--- config.mk ---
export PLATFORM = sky130hd
export DESIGN_NAME = round_robin_arbiter
export DESIGN_NICKNAME = d
export VERILOG_FILES = /design/src/rtl/arbiter_pkg.sv /design/src/rtl/onehot_decoder_3to8.sv /design/src/rtl/round_robin_arbiter.sv
export SDC_FILE = /design/constraint.sdc
export NUM_CORES = 1
export LEC_CHECK = 0
export BUFFER_PORTS_ARGS = -buffer_cell sky130_fd_sc_hd__clkbuf_2
export CAP_MARGIN = 5
export CORE_MARGIN = 3
export CORE_UTILIZATION = 57
export CTS_CLUSTER_DIAMETER = 50
export DETAILED_ROUTE_END_ITERATION = 6
export GPL_TIMING_DRIVEN = 0
export HOLD_SLACK_MARGIN = 0.1
export PLACE_DENSITY = 0.8
export SYNTH_ARGS = -nofsm -noshare
export SYNTH_HDL_FRONTEND = slang
export SYNTH_SLANG_ARGS = --single-unit
--- constraint.sdc ---
create_clock -name clk -period 4.1 [get_ports clk]
set_input_delay 0.205 -clock clk [delete_from_list [all_inputs] [get_ports clk]]
set_output_delay 0.205 -clock clk [all_outputs]
set_load 0.01 [all_outputs]
--- src/rtl/arbiter_pkg.sv ---
// ============================================================================
// Module      : arbiter_pkg
// Description : Shared definitions for the eight-way round-robin arbiter:
//               requester count, index width, FSM state encoding, hold-counter
//               width and the default grant-hold limit.
// Optional    : ARB_TIMEOUT_EN (consumed by round_robin_arbiter, not here)
// Revision    : 1.0 - initial release
// ============================================================================
`default_nettype none

package arbiter_pkg;

  // Number of requesters and width of a requester index.
  localparam int N_REQ = 8;
  localparam int IDX_W = 3;

  // Width of the grant-hold counter (covers TIMEOUT_CYCLES up to 255).
  localparam int HOLD_CNT_W = 8;

  // Default maximum grant hold length, in cycles.
  localparam int TIMEOUT_CYCLES_DEFAULT = 16;

  // Arbiter FSM states.
  typedef enum logic [0:0] {
    IDLE  = 1'b0,
    GRANT = 1'b1
  } arb_state_e;

  // Next index in the circular search order (7 wraps to 0).
  function automatic logic [IDX_W-1:0] idx_next(input logic [IDX_W-1:0] idx);
    return idx + IDX_W'(1);
  endfunction

endpackage : arbiter_pkg

`default_nettype wire

--- src/rtl/onehot_decoder_3to8.sv ---
// ============================================================================
// Module      : onehot_decoder_3to8
// Description : Purely combinational 3-to-8 binary-to-one-hot decoder used to
//               build the arbiter grant vector from the owner index.
// Ports       : idx_i    [2:0]  binary index
//               onehot_o [7:0]  one-hot image of idx_i (exactly one bit set)
// Revision    : 1.0 - initial release
// ============================================================================
`default_nettype none

module onehot_decoder_3to8
  import arbiter_pkg::*;
(
  input  logic [IDX_W-1:0] idx_i,
  output logic [N_REQ-1:0] onehot_o
);

  for (genvar i = 0; i < N_REQ; i++) begin : g_bit
    assign onehot_o[i] = (idx_i == IDX_W'(i));
  end

endmodule : onehot_decoder_3to8

`default_nettype wire

--- src/rtl/round_robin_arbiter.sv ---
// ============================================================================
// Module      : round_robin_arbiter
// Description : Eight-way round-robin arbiter for one shared resource.
//               A rotating pointer marks the highest-priority requester; the
//               first active request found from the pointer onwards wins and
//               keeps the grant until it drops its request (no preemption).
//               On release the pointer moves to the owner + 1, and one idle
//               cycle with an all-zero grant always separates two owners.
// Optional    : ARB_TIMEOUT_EN - when defined, a grant held for
//               TIMEOUT_CYCLES cycles is revoked and 'timeout' pulses for one
//               cycle. When undefined, grants are held indefinitely and
//               'timeout' is tied low.
// Parameters  : TIMEOUT_CYCLES  maximum grant hold length (2..255)
// Ports       : clk          rising-edge clock
//               reset        synchronous active-high reset
//               req[7:0]     level-sensitive request vector
//               grant[7:0]   registered one-hot grant, zero when idle
//               grant_idx    binary owner index, valid while grant_valid=1
//               grant_valid  high while a grant is held
//               timeout      one-cycle pulse when a grant is revoked
// Revision    : 1.0 - initial release
// ============================================================================
`default_nettype none

module round_robin_arbiter
  import arbiter_pkg::*;
#(
  parameter int TIMEOUT_CYCLES = TIMEOUT_CYCLES_DEFAULT
) (
  input  logic             clk,
  input  logic             reset,
  input  logic [N_REQ-1:0] req,
  output logic [N_REQ-1:0] grant,
  output logic [IDX_W-1:0] grant_idx,
  output logic             grant_valid,
  output logic             timeout
);

  // --------------------------------------------------------------------------
  // Elaboration-time parameter check
  // --------------------------------------------------------------------------
  if (TIMEOUT_CYCLES < 2 || TIMEOUT_CYCLES > 255) begin : g_bad_timeout_cycles
    $error("round_robin_arbiter: TIMEOUT_CYCLES must be in 2..255");
  end

  // --------------------------------------------------------------------------
  // State
  // --------------------------------------------------------------------------
  arb_state_e       state_q;
  logic [IDX_W-1:0] ptr_q;
  logic [IDX_W-1:0] grant_idx_q;
  logic             grant_valid_q;
  logic [N_REQ-1:0] grant_q;

  // Next-state values that feed the decoder and the output registers.
  logic [IDX_W-1:0] grant_idx_d;
  logic             grant_valid_d;
  logic [N_REQ-1:0] grant_d;

  // Rotating priority search results.
  logic [IDX_W-1:0] search_cand;
  logic [IDX_W-1:0] pick_idx;
  logic             pick_found;

  // Owner still requesting, and forced-release condition.
  logic             owner_req;
  logic             hold_expired;

  logic [N_REQ-1:0] decoded_idx;

  // --------------------------------------------------------------------------
  // Rotating priority search: visit ptr, ptr+1, ... ptr+7 (mod 8) and keep
  // the first active request. The 3-bit add wraps naturally from 7 to 0.
  // --------------------------------------------------------------------------
  always_comb begin
    search_cand = '0;
    pick_idx    = ptr_q;
    pick_found  = 1'b0;
    for (int i = 0; i < N_REQ; i++) begin
      search_cand = ptr_q + IDX_W'(i);
      if (!pick_found && req[search_cand]) begin
        pick_found = 1'b1;
        pick_idx   = search_cand;
      end
    end
  end

  assign owner_req = req[grant_idx_q];

  // --------------------------------------------------------------------------
  // Optional grant-hold limit
  // --------------------------------------------------------------------------
`ifdef ARB_TIMEOUT_EN
  localparam logic [HOLD_CNT_W-1:0] HOLD_LAST = HOLD_CNT_W'(TIMEOUT_CYCLES - 1);

  logic [HOLD_CNT_W-1:0] hold_cnt_q;
  logic                  timeout_q;

  // Only meaningful in GRANT; the counter is cleared on every entry to GRANT.
  assign hold_expired = (state_q == GRANT) && (hold_cnt_q == HOLD_LAST);
  assign timeout      = timeout_q;
`else
  assign hold_expired = 1'b0;
  assign timeout      = 1'b0;
`endif

  // --------------------------------------------------------------------------
  // Next owner index / valid. These drive the decoder so that the registered
  // grant vector always lands on the same edge as grant_idx and grant_valid.
  // --------------------------------------------------------------------------
  always_comb begin
    grant_idx_d   = grant_idx_q;
    grant_valid_d = grant_valid_q;
    case (state_q)
      IDLE: begin
        if (pick_found) begin
          grant_idx_d   = pick_idx;
          grant_valid_d = 1'b1;
        end
      end
      GRANT: begin
        // A normal release and a forced release both drop the grant.
        if (!owner_req || hold_expired) begin
          grant_valid_d = 1'b0;
        end
      end
      default: begin
        grant_valid_d = 1'b0;
      end
    endcase
  end

  onehot_decoder_3to8 u_onehot_decoder (
    .idx_i    (grant_idx_d),
    .onehot_o (decoded_idx)
  );

  // Gating keeps the grant all-zero whenever no owner is held.
  assign grant_d = decoded_idx & {N_REQ{grant_valid_d}};

  // --------------------------------------------------------------------------
  // Arbiter FSM with registered outputs
  // --------------------------------------------------------------------------
  always_ff @(posedge clk) begin
    if (reset) begin
      state_q       <= IDLE;
      ptr_q         <= '0;
      grant_q       <= '0;
      grant_idx_q   <= '0;
      grant_valid_q <= 1'b0;
`ifdef ARB_TIMEOUT_EN
      hold_cnt_q    <= '0;
      timeout_q     <= 1'b0;
`endif
    end else begin
      grant_q       <= grant_d;
      grant_idx_q   <= grant_idx_d;
      grant_valid_q <= grant_valid_d;
`ifdef ARB_TIMEOUT_EN
      timeout_q     <= 1'b0;
`endif
      case (state_q)
        IDLE: begin
          if (pick_found) begin
            state_q <= GRANT;
`ifdef ARB_TIMEOUT_EN
            hold_cnt_q <= '0;
`endif
          end
        end
        GRANT: begin
          if (!owner_req) begin
            // Normal release takes precedence over a coincident timeout.
            state_q <= IDLE;
            ptr_q   <= idx_next(grant_idx_q);
          end
`ifdef ARB_TIMEOUT_EN
          else if (hold_expired) begin
            state_q   <= IDLE;
            ptr_q     <= idx_next(grant_idx_q);
            timeout_q <= 1'b1;
          end else begin
            hold_cnt_q <= hold_cnt_q + HOLD_CNT_W'(1);
          end
`endif
        end
        default: begin
          state_q <= IDLE;
        end
      endcase
    end
  end

  assign grant       = grant_q;
  assign grant_idx   = grant_idx_q;
  assign grant_valid = grant_valid_q;

endmodule : round_robin_arbiter

`default_nettype wire

# After elaboration in Yosys (flattened, before gate mapping)

Index checks and enable logic that the tools add are counted.

Flip-flop bits (word level): 16

$add $sub $neg: 8
Magnitude comparators: 9
Eq/ne operators: 7
Mux-type cells: 41
Bitwise gates (word level): 3
Reduce and logical (&&, ||, !) cells: 16

Operators with widths:

| operator            | count |
|---|---|
| $lt 3x4->1 const B  | 9 |
| $bmux 1 s3          | 9 |
| $mux 3              | 9 |
| $mux 1              | 21 |
| $add 3x3->3 const B | 4 |
| $eq 3x3->1 const B  | 4 |
| $and 8x8->8         | 1 |
| $logic_and 1x1->1   | 7 |
| $logic_not 1->1     | 7 |
| $add 3x1->3 const B | 2 |
| $add 3x2->3 const B | 2 |
| $eq 3x2->1 const B  | 2 |
| $pmux 1 s2          | 2 |
| $eq 3x1->1 const B  | 1 |
| $logic_not 3->1     | 1 |
| $not 1->1           | 2 |
| $reduce_and 2->1    | 1 |

# Logic depth before layout (Yosys ltp)

Depth in word-level cells: 28
Depth in mapped cells: 14
Gate-level depth less buffers: 10

# Modules after synthesis

From an unflattened synthesis, not the netlist that was laid out.

Cell total of the unflattened synthesis: 200
Area, all modules: 1840.5 µm²

Modules (own cells, without submodules):

| module              | times used | cells an instance | area each (µm²) | seq. area each (µm²) |
|---|---|---|---|---|
| round_robin_arbiter | 1          | 192               | 1775.5          | 320.3 |
| onehot_decoder_3to8 | 1          | 8                 | 65.1            | 0.0 |

# Worst setup path after synthesis

OpenSTA, ideal clock, no wires.

Path type: flip-flop to flip-flop
From: reg ptr_q[0]
To: reg grant_q[2], in the netlist grant[2]
Setup time: 0.116 ns
Data arrival time: 3.016 ns
Path slack: 0.969 ns
Cell stages (with the launch flop): 14
Cells stage by stage: dfxtp_1 -> buf_6 -> buf_6 -> inv_1 -> ha_1 -> buf_2 -> mux4_2 -> mux2_4 -> a32oi_1 -> mux2i_1 -> a32oi_2 -> o31ai_4 -> inv_2 -> and3_1

Word-level cells in the longest chain between the ends: 28

Ends and longest elaborated chain:

| item                                                 | line                       | RTL |
|---|---|---|
| from (decl)                                          | round_robin_arbiter.sv:50  | `logic [IDX_W-1:0] ptr_q;` |
| from (signal assigned)                               | round_robin_arbiter.sv:175 | `ptr_q <= idx_next(grant_idx_q);` |
| branches (longest 27 deep; another with $add 3x1->3) | --                         |  |
| $and 8x8->8 *                                        | round_robin_arbiter.sv:139 | `assign grant_d = decoded_idx & {N_REQ{grant_valid_d}};` |
| to (signal assigned)                                 | round_robin_arbiter.sv:156 | `grant_q <= grant_d;` |
| to (decl)                                            | round_robin_arbiter.sv:53  | `logic [N_REQ-1:0] grant_q;` |

Mark *: on every way between the ends. The select of a mux whose other input is x is not followed.
A chain may end at the register's enable or synchronous reset.

# Worst setup path after layout

From: reg ptr_q[0]
To: reg grant_q[3], in the netlist grant[3]

Same word-level chain as after synthesis.

==> results.py <==
metrics = {
    "die": {
        "die_y_um": 58.26,
        "die-area_sq_mm": 0.003394,
        "ios": 23,
        "rows": 18,
        "start_util": 0.6116,
        "core-area_sq_mm": 0.002545,
        "die_w_um": 58.26,
    },
    "power_and_ir_drop": {
        "peakVddDrop_uv": 627.3,
        "seqPwrFrac": 0.189,
        "p_sw_mw": 0.5779,
        "clkPwrFrac": 0.081,
        "swShare": 0.4771,
        "pwr-share-comb": 0.730,
        "leakagePower_nw": 0.6690,
        "cellPowerDensity_mw_per_mm2": 697.9,
        "p_int_mw": 0.6333,
    },
    "cts": {
        "cts_resized": 0,
        "clk_pin_slew_worst_paths_ns": 0.09,
        "clock_sinks": 16,
        "cts_max_path_buffers": 2,
        "cts_hold_buf": 0,
        "worstSkewPairLatency_ns": 0.28,
        "htreeDepth": 1,
        "cts_setup_buffers": 0,
        "cts_tree": "yes",
        "numCtsBuffers": 3,
        "clockRootBuffer": "clkbuf_4",
    },
    "finish": {
        "area_growth_pct": 11.49,
        "nets": 204,
        "drive_gt1_frac": 0.3000,
        "utilization": 0.6819,
        "diodes": 0,
        "final.fill_count": 215,
    },
    "worst_setup_path": {
        "cp.required_ns": 4.27,
        "path_class": "flip-flop to flip-flop",
        "worstPathArrival_ns": 3.73,
        "worstSetupEndpointType": "flip-flop",
        "startpoint_type": "flip-flop",
        "worst-path-max-fanout": 10,
    },
    "grt": {
        "antenna_found_initial": 0,
        "grt_pass1_wl_um": 6354,
        "grt_usage": 0.2379,
        "grt_start_max_net_pins": 11,
        "overflow": 0,
        "grt_pass1_vias": 1378,
    },
    "run_status": {
        "status": "completed",
    },
    "sta": {
        "period_share": 0.8671,
        "slew_violations": 0,
        "rsz0062_at_grt": "false",
        "hold_violations": 0,
        "clock_skew_ns": 0.004080,
        "setup_tns_ns": 0,
        "max_slew_margin": 0.6582,
        "fmaxAchievable_mhz": 281.3,
        "setup_violations": 0,
        "period_needed_ns": 3.555,
        "worstMarginPinSlew_ns": 0.5127,
    },
    "place": {
        "dp_hpwl_um": 2853,
        "io_buffers": 21,
        "place.gp.congestion": 0.8312,
    },
    "routing": {
        "first_iter_violations": 51,
        "via_per_inst": 6.500,
        "ant_nets": 0,
        "drt-wirelength-per-cell_um": 16.55,
        "routed_wl_um": 3641,
        "route.detailed.drc": 0,
        "drt_first_pass_iters": 4,
        "vias": 1430,
        "dr_wl_met2_um": 1818,
        "wl_met3_um": 188,
        "routedLengthMet1_um": 1583,
        "highest_layer": "met4",
    },
    "synthesis": {
        "ys.flop_type": "dfxtp_1",
        "synth_cells": 165,
        "synth_edf_count": 0,
        "yosysTopAreaCellShare": 0.2058,
        "yosysUniqueCellTypes": 58,
        "synth_top_area_cell": "dfxtp_1",
        "synthTopCellsByArea": "dfxtp_1 21%, mux4_2 16%, mux2i_1 7.1%",
        "ys_seq_elements": 16,
        "synth.avg_cell_area_sq_um": 9.433,
        "syn_nets": 178,
        "yosysMostFrequentCell": "dfxtp_1",
        "async_flop_share": 0,
        "synth_top_cells_by_count": "16 x dfxtp_1, 12 x nor2_1, 11 x mux2i_1, 11 x mux4_2, 10 x a21oi_1",
        "ys_warn_count": 0,
        "syn_area_sq_mm": 0.001556,
        "synth-seq-area-share": 0.2058,
    },
    "min_path": {
        "hold_path_class": "primary input to flip-flop",
    },
    "flow_run": {
        "maxCapViolCount": 0,
    },
}
[cells in the final DEF, fill, tap and decap left out, drive strengths merged, types with 2 or more instances in the layout]
cell type,n
clkbuf,30
dfxtp,16
nor2,12
mux2i,12
mux4,11
a21oi,10
nand2,9
o21ai,8
inv,7
mux2,7
buf,6
a31oi,4
and3,4
nor3b,4
nand3,3
nor3,3
o211ai,3
or3,3
ha,3
a32oi,3
xor2,2
nand2b,2
nor2b,2
o31a,2
o31ai,2
[metrics by stage]
stage	cells	area, sq um	power, mW	hold slack (ns)	worst slack (ns)
after global placement	216	1699	1.070	0.4693	0.6476
final	220	1735	1.211	0.1919	0.5450
after detailed placement	216	1699	1.101	0.4878	0.5480
after floorplan	165	1556	0.9212	0.2741	0.9686
after global routing	220	1735	1.315	0.2110	0.2879
after CTS	220	1735	1.204	0.1929	0.5321
[worst max-delay path, stage by stage, from the launching register on]
cell and delay [ns]:
dfxtp_1 0.36, buf_6 0.17, buf_6 0.16, inv_1 0.09, ha_1 0.27, buf_2 0.24
mux4_2 0.43, mux2_4 0.31, a32oi_1 0.39, mux2i_1 0.26, a32oi_2 0.15, o31ai_4 0.36
inv_2 0.10, and3_1 0.16
[area by class of cell]
type / instances / area (sq um) / share of cell area
tap: 30 / 37.54 / 0.02163
clock buffer: 4 / 36.28 / 0.02091
multi-input combinational: 131 / 1146 / 0.6604
timing repair buffer: 21 / 105.1 / 0.06056
inverter: 7 / 26.28 / 0.01514
buffer: 11 / 63.81 / 0.03677
sequential: 16 / 320.3 / 0.1846
[metal layers]
metal / vias up / global-route usage
met5: - / 0
met4: 0 / 0.06623
met3: 5 / 0.04009
met2: 53 / 0.4129
met1: 676 / 0.3039
li1: 696 / -
[cells by family (layout without fill, tap and decap cells)]
kind of cell	count (synthesis)	after routing	share of synthesized area
AOI/OAI and AO/OA	47	47	0.2283
and+or+nand+nor	47	47	0.1704
muxes	30	30	0.2942
buffers and inverters	18	43	0.05787
DFF	16	16	0.2058
adders and majority gates	3	3	0.02412
xor gates and xnor gates	3	3	0.01688
other	1	1	0.002409
[power groups by stage]
| stage | Sequential, mW | Combinational, mW | Clock, mW |
|---|---|---|---|
| detailed placement | 0.231 | 0.870 | 0 |
| floorplan | 0.242 | 0.680 | 0 |
| global placement | 0.231 | 0.839 | 0 |
| finish | 0.228 | 0.885 | 0.0982 |
| CTS | 0.228 | 0.877 | 0.0993 |
| global route | 0.234 | 0.976 | 0.106 |
[sequential cells by signal, indices dropped and copies added (netlist names)]
register,cells
ptr_q,3
grant_valid,1
state_q,1
grant,8
grant_idx,3
[final timing paths]
| kind | slack, ns | start | to | cells after the start |
|---|---|---|---|---|
| max reg2reg | 0.54 | ptr_q[0] | grant[3] | 13 |
| min | 0.19 | reset | grant_idx[1] | 2 |
| max | 0.54 | ptr_q[0] | grant[3] | 13 |
| min reg2reg | 0.53 | grant_valid | grant_valid | 1 |
Power figures use the tool's default switching activity.
